--- src/rtl/apb_sram_slave.sv ---
// APB3 word-addressed SRAM slave with a fixed number of wait states per transfer.
// Address, direction and write data are latched in the setup phase and held for the whole access.
module apb_sram_slave #(
  parameter int ADDR_WIDTH  = 8,
  parameter int DATA_WIDTH  = 32,
  parameter int MEM_DEPTH   = 64,
  parameter int WAIT_STATES = 1
) (
  input  logic                  PCLK,
  input  logic                  PRESETn,
  input  logic                  PSEL,
  input  logic                  PENABLE,
  input  logic                  PWRITE,
  input  logic [ADDR_WIDTH-1:0] PADDR,
  input  logic [DATA_WIDTH-1:0] PWDATA,
  output logic [DATA_WIDTH-1:0] PRDATA,
  output logic                  PREADY,
  output logic                  PSLVERR
);

  localparam int                  IDX_W   = (MEM_DEPTH > 1) ? $clog2(MEM_DEPTH) : 1;
  localparam logic [ADDR_WIDTH:0] DEPTH_C = (ADDR_WIDTH + 1)'(MEM_DEPTH);
  localparam logic [2:0]          WAIT_C  = 3'(WAIT_STATES);

  typedef enum logic {
    IDLE   = 1'b0,
    ACCESS = 1'b1
  } state_t;

  state_t                  state_r, state_nx_s;
  logic [2:0]              cnt_r, cnt_nx_s;
  logic [ADDR_WIDTH-1:0]   addr_r, addr_nx_s;
  logic                    write_r, write_nx_s;
  logic [DATA_WIDTH-1:0]   wdata_r, wdata_nx_s;
  logic                    setup_s, access_s;
  logic                    ready_nx_s, err_nx_s, mem_we_s;
  logic [DATA_WIDTH-1:0]   rdata_nx_s;
  logic                    ready_r, err_r;
  logic [DATA_WIDTH-1:0]   rdata_r;
  logic [DATA_WIDTH-1:0]   mem_r [0:MEM_DEPTH-1];

  function automatic logic addr_oob(input logic [ADDR_WIDTH-1:0] a);
    return ({1'b0, a} >= DEPTH_C);
  endfunction

  function automatic logic [IDX_W-1:0] addr_idx(input logic [ADDR_WIDTH-1:0] a);
    return a[IDX_W-1:0];
  endfunction

  assign setup_s  = PSEL && !PENABLE;
  assign access_s = PSEL && PENABLE;

  // State, wait counter and setup-phase capture registers.
  always_ff @(posedge PCLK or negedge PRESETn) begin
    if (!PRESETn) begin
      state_r <= IDLE;
      cnt_r   <= 3'd0;
      addr_r  <= '0;
      write_r <= 1'b0;
      wdata_r <= '0;
    end else begin
      state_r <= state_nx_s;
      cnt_r   <= cnt_nx_s;
      addr_r  <= addr_nx_s;
      write_r <= write_nx_s;
      wdata_r <= wdata_nx_s;
    end
  end

  // Next-state: accept setup in IDLE, count down waits, then complete or abort.
  always_comb begin
    state_nx_s = state_r;
    cnt_nx_s   = cnt_r;
    addr_nx_s  = addr_r;
    write_nx_s = write_r;
    wdata_nx_s = wdata_r;
    case (state_r)
      IDLE: begin
        if (setup_s) begin
          state_nx_s = ACCESS;
          cnt_nx_s   = WAIT_C;
          addr_nx_s  = PADDR;
          write_nx_s = PWRITE;
          wdata_nx_s = PWDATA;
        end else begin
          state_nx_s = IDLE;
        end
      end
      ACCESS: begin
        if (!access_s) begin
          state_nx_s = IDLE;
          cnt_nx_s   = 3'd0;
        end else if (cnt_r != 3'd0) begin
          cnt_nx_s   = cnt_r - 3'd1;
        end else begin
          state_nx_s = IDLE;
        end
      end
      default: begin
        state_nx_s = IDLE;
        cnt_nx_s   = 3'd0;
      end
    endcase
  end

  // Outputs are precomputed from the next state so PREADY/PSLVERR/PRDATA come straight from flops.
  always_comb begin
    ready_nx_s = (state_nx_s == ACCESS) && (cnt_nx_s == 3'd0);
    err_nx_s   = ready_nx_s && addr_oob(addr_nx_s);
    if (ready_nx_s && !write_nx_s && !err_nx_s) begin
      rdata_nx_s = mem_r[addr_idx(addr_nx_s)];
    end else begin
      rdata_nx_s = '0;
    end
    mem_we_s = ready_r && access_s && write_r && !err_r;
  end

  // Registered APB response.
  always_ff @(posedge PCLK or negedge PRESETn) begin
    if (!PRESETn) begin
      ready_r <= 1'b0;
      err_r   <= 1'b0;
      rdata_r <= '0;
    end else begin
      ready_r <= ready_nx_s;
      err_r   <= err_nx_s;
      rdata_r <= rdata_nx_s;
    end
  end

  // Storage array; deliberately not reset so contents survive PRESETn.
  always_ff @(posedge PCLK) begin
    if (mem_we_s) begin
      mem_r[addr_idx(addr_r)] <= wdata_r;
    end
  end

  assign PREADY  = ready_r;
  assign PSLVERR = err_r;
  assign PRDATA  = rdata_r;

endmodule

--- config.mk ---
export PLATFORM = sky130hd
export DESIGN_NAME = apb_sram_slave
export DESIGN_NICKNAME = d
export VERILOG_FILES = /design/src/rtl/apb_sram_slave.sv
export SDC_FILE = /design/constraint.sdc
export NUM_CORES = 2
export LEC_CHECK = 0
export CAP_MARGIN = 20
export CORE_MARGIN = 4
export CORE_UTILIZATION = 45
export DETAILED_ROUTE_END_ITERATION = 7
export PLACE_DENSITY = 0.69
export SYNTH_ARGS = -nofsm -noshare
export SYNTH_HDL_FRONTEND = slang
export SYNTH_SLANG_ARGS = --single-unit
export TNS_END_PERCENT = 50
--- constraint.sdc ---
create_clock -name PCLK -period 6.5 [get_ports PCLK]
set_input_delay 1.3 -clock PCLK [delete_from_list [all_inputs] [get_ports PCLK]]
set_output_delay 1.3 -clock PCLK [all_outputs]
set_load 0.02 [all_outputs]
==> impl_metrics.csv <==
group,metric,value,unit
run_status,outcome,"complete, no violations",
logic_synthesis,syn-instance-count,5921,
sta,final-hold-violation-count,0,
logic_synthesis,postSynthAreaPerCell,14.02,um^2
global_route,gr_util_met3,0.04695,
drt,drc,0,
pwr,switching_share,0.2673,
critical_path,critical_path.startpoint_type,"input port",
pwr,fraction_of_power_consumed_by_sequential_logic,0.496,
sta,min_clock_period_post_route,5.130,ns
pwr,totalPowerFinal,31.59,mW
pwr,comb_power_share,0.139,
logic_synthesis,library_cell_with_the_highest_instance_count_after_synthesis,"sky130_fd_sc_hd__edfxtp_1",
critical_path,timing.critical_path.to_type,"register",
sta,timing.final.setup_violations,0,
clocking,clkTransAtPathRegs,0.06,ns
drt,drt-pass1-iter-count,6,
floorplanning,die_area,191400,um^2
floorplanning,die_w,437.5,um
placed_design,io_buffer_count,78,
pwr,net-switching-power,8.442,mW
logic_synthesis,synth.top_cells.by_area,"sky130_fd_sc_hd__edfxtp_1 74%, sky130_fd_sc_hd__nand2_1 6.9%, sky130_fd_sc_hd__nand3_1 4.2%, sky130_fd_sc_hd__mux2i_1 3.9%, sky130_fd_sc_hd__dfrtp_1 2.4%",
clocking,ctsRootBufferMaster,"sky130_fd_sc_hd__clkbuf_16",
sta,totalNegativeSetupSlack,0,ns
logic_synthesis,edff_count_synth,2048,
floorplanning,floorplan.core_area,183300,um^2
drt,drt_first_iter_violations,7465,
sta,period_share,0.7892,
global_route,globalRouteMet1Util,0.3336,
logic_synthesis,ys_async_sr_fraction,0.03714,
sta,max_clock_freq,194.9,MHz
global_route,globalRoute.totalOverflow,0,
clocking,cts_resized,0,
placed_design,dpl.hpwl,134.7,mm
placed_design,post-place-cells,8306,
global_route,grt_pass1_wl,347.2,mm
drt,routed_wire_length_per_instance,27.73,um
sta,worstMarginPinSlew,1.171,ns
logic_synthesis,syn-cell-area,83010,um^2
sta,grt_setup_unrepaired,"no",
pwr,max-vdd-ir-drop,0.2422,mV
critical_path,crit_arrival,5.84,ns
sta,report.final.slew_viol_count,0,
logic_synthesis,synth_flop_cell,"sky130_fd_sc_hd__edfxtp_1",
final_layout,layout-area-overhead-vs-synth,14.07,%
floorplanning,row_count,157,
floorplanning,die-height,437.5,um
drt,average_via_count_per_standard_cell,6.028,
pwr,power.static_leakage,32.24,nW
worst_hold_path,hp-class,"reg2reg",
clocking,cts_max_path_buffers,3,
run,max_cap_viol_count,0,
global_route,vias_in_the_first_global_route,50440,
sta,clock_skew,0.03459,ns
global_route,gr-usage-met2,0.3931,
global_route,pin_count_of_the_biggest_net_entering_global_routing,172,
logic_synthesis,synthDistinctLibCells,49,
floorplanning,start_util,0.4529,
logic_synthesis,synth.largest_area_cell,"sky130_fd_sc_hd__edfxtp_1",
critical_path,crit_path_max_incr_delay,0.92,ns
final_layout,drive_gt1_frac,0.1031,
sta,timing.hold.ws,0.4879,ns
sta,slew_headroom,0.2173,
logic_synthesis,number_of_synthesis_warnings,0,
critical_path,cp_common_cell,"sky130_fd_sc_hd__a211oi_1",
clocking,cts_buffers,204,
critical_path,critical_path.max_fanout,78,
clocking,insertion_delay,0.84,ns
final_layout,design.final.nets,6101,
critical_path,cp.required,7.21,ns
drt,route.antenna.remaining_nets,0,
final_layout,finalCoreUtilization,0.5166,
logic_synthesis,ys_seq_area_frac,0.7647,
pwr,clock_power_share,0.365,
critical_path,chain_of_cells_forming_the_critical_path,"clkdlybuf4s50_1 > or3b_4 > a21oi_4 > inv_8 > buf_12 > a211oi_1 > a211oi_1 > a2111oi_0 > buf_4 > nand4_1 > a22o_1",
logic_synthesis,synth_nets,5968,
clocking,post_cts_hold_buffer_count,0,
critical_path,setup.worst_path.class,"in2reg",
floorplanning,boundaryPins,79,
global_route,number_of_antenna_violations_at_the_first_check_in_global_routing,9,
placed_design,placer_s_final_routability_congestion_estimate,0.8561,
worst_hold_path,hold_depth,2,
critical_path,reg2regPathDepth,10,
clocking,cts.sink_count,2127,
clocking,cts_setup_buffers,0,
global_route,gr-usage-all-layers,0.2469,
pwr,power-per-cell-area,333.6,nW/um^2
global_route,grt_busiest_layer,"met2",
logic_synthesis,ys_top_cells_by_count,"2048 x sky130_fd_sc_hd__edfxtp_1, 1515 x sky130_fd_sc_hd__nand2_1, 700 x sky130_fd_sc_hd__nand3_1",
drt,via_count,52410,
final_layout,post_layout_nonfiller_instances,8694,
clocking,cts_h_tree_depth,4,
logic_synthesis,synth.ff_latch_count,2127,
critical_path,crit_path_top_delay_cell,"sky130_fd_sc_hd__a2111oi_0",
pwr,intPower,23.15,mW
logic_synthesis,netlist.area_leader.share,0.7409,
clocking,cts_tree,"built",
drt,drt-total-wl,241.1,mm
registers in the layout, indices dropped and copies added (netlist names):
name and count:
PREADY 1, addr_r 8, cnt_r 3, wdata_r 32, state_r 1, PSLVERR 1, write_r 1, PRDATA 32
mem_r 2048
through the flow:
step	instance area (um^2)	worst slack (ns)
after CTS	94550	1.568
final	94690	1.370
after floorplan	83010	2.495
after detailed placement	88100	0.7010
after global placement	88100	0.7038
after global routing	94680	1.330
layout by cell type (no fill, tap or decap), drive strengths merged, types with 4 or more instances in the layout:
cell type         n
a2111oi          22
a211oi          152
a21oi           138
a22o             32
a311oi           45
a31oi            64
a32oi            60
buf             232
bufinv           12
clkbuf          275
clkdlybuf4s50    77
clkinv           83
dfrtp            79
edfxtp         2048
inv              87
mux2i           321
nand2          1516
nand2b            4
nand3           700
nand4            33
nor2             83
nor2b             6
nor3              4
nor4             66
o22ai            67
cell type report:
cell class | count | area (um^2)
Inverter | 77 | 311.5
Sequential cell | 2127 | 63520
Fill cell | 14680 | 88590
Clock inverter | 105 | 894.6
Timing Repair Buffer | 309 | 3008
Tap cell | 2464 | 3083
Antenna cell | 2 | 5.005
Clock buffer | 275 | 5554
Multi-Input combinational cell | 3335 | 18310
cells by family (layout without fill, tap and decap cells):
group / after synthesis / in the layout / share of synthesized area
flip-flops: 2127 / 2127 / 0.7647
AO/OA/AOI/OAI: 587 / 587 / 0.04986
adder cells (fa/ha/maj): 2 / 2 / 0.0003014
other: 0 / 2 / 0
multiplexers: 323 / 323 / 0.03913
AND/OR/NAND/NOR: 2423 / 2423 / 0.1241
buffers and inverters: 459 / 766 / 0.02192
power groups by stage:
stage	registers (mW)	logic (mW)	clock network (mW)
2_1_floorplan	16.2	2.19	0
3_5_place_dp	16.0	4.19	0
3_3_place_gp	16.0	4.12	0
6_report	15.7	4.39	11.5
4_1_cts	15.8	4.21	11.6
5_1_grt	15.7	4.64	12.2
path summary, 6_finish.rpt:
kind	startpoint	endpoint	slack, ns
max	PENABLE	PRDATA[3]	1.37
min	wdata_r[29]	wdata_r[29]	0.49
max reg2reg	state_r	PRDATA[3]	1.93
min reg2reg	wdata_r[29]	wdata_r[29]	0.49
max in group asynchronous	PRESETn	PRDATA[1]	4.65
min in group asynchronous	PRESETn	addr_r[6]	0.51
routing by layer:
layer | wire length, um | part of all wire | vias to the layer above
met1 | 91010 | 0.38 | 26310
met2 | 113300 | 0.47 | 3111
met3 | 25550 | 0.11 | 617
met4 | 11200 | 0.046 | 4
li1 | - | - | 22370
met5 | 26 | 0.00011 | -
critical path, delay by kind of cell:
kind	cells	cell delay, ns
and+or+nand+nor	2	0.88
AOI/OAI and AO/OA	5	2.09
buffers and inverters	4	1.49
Power figures use the tool's default switching activity.
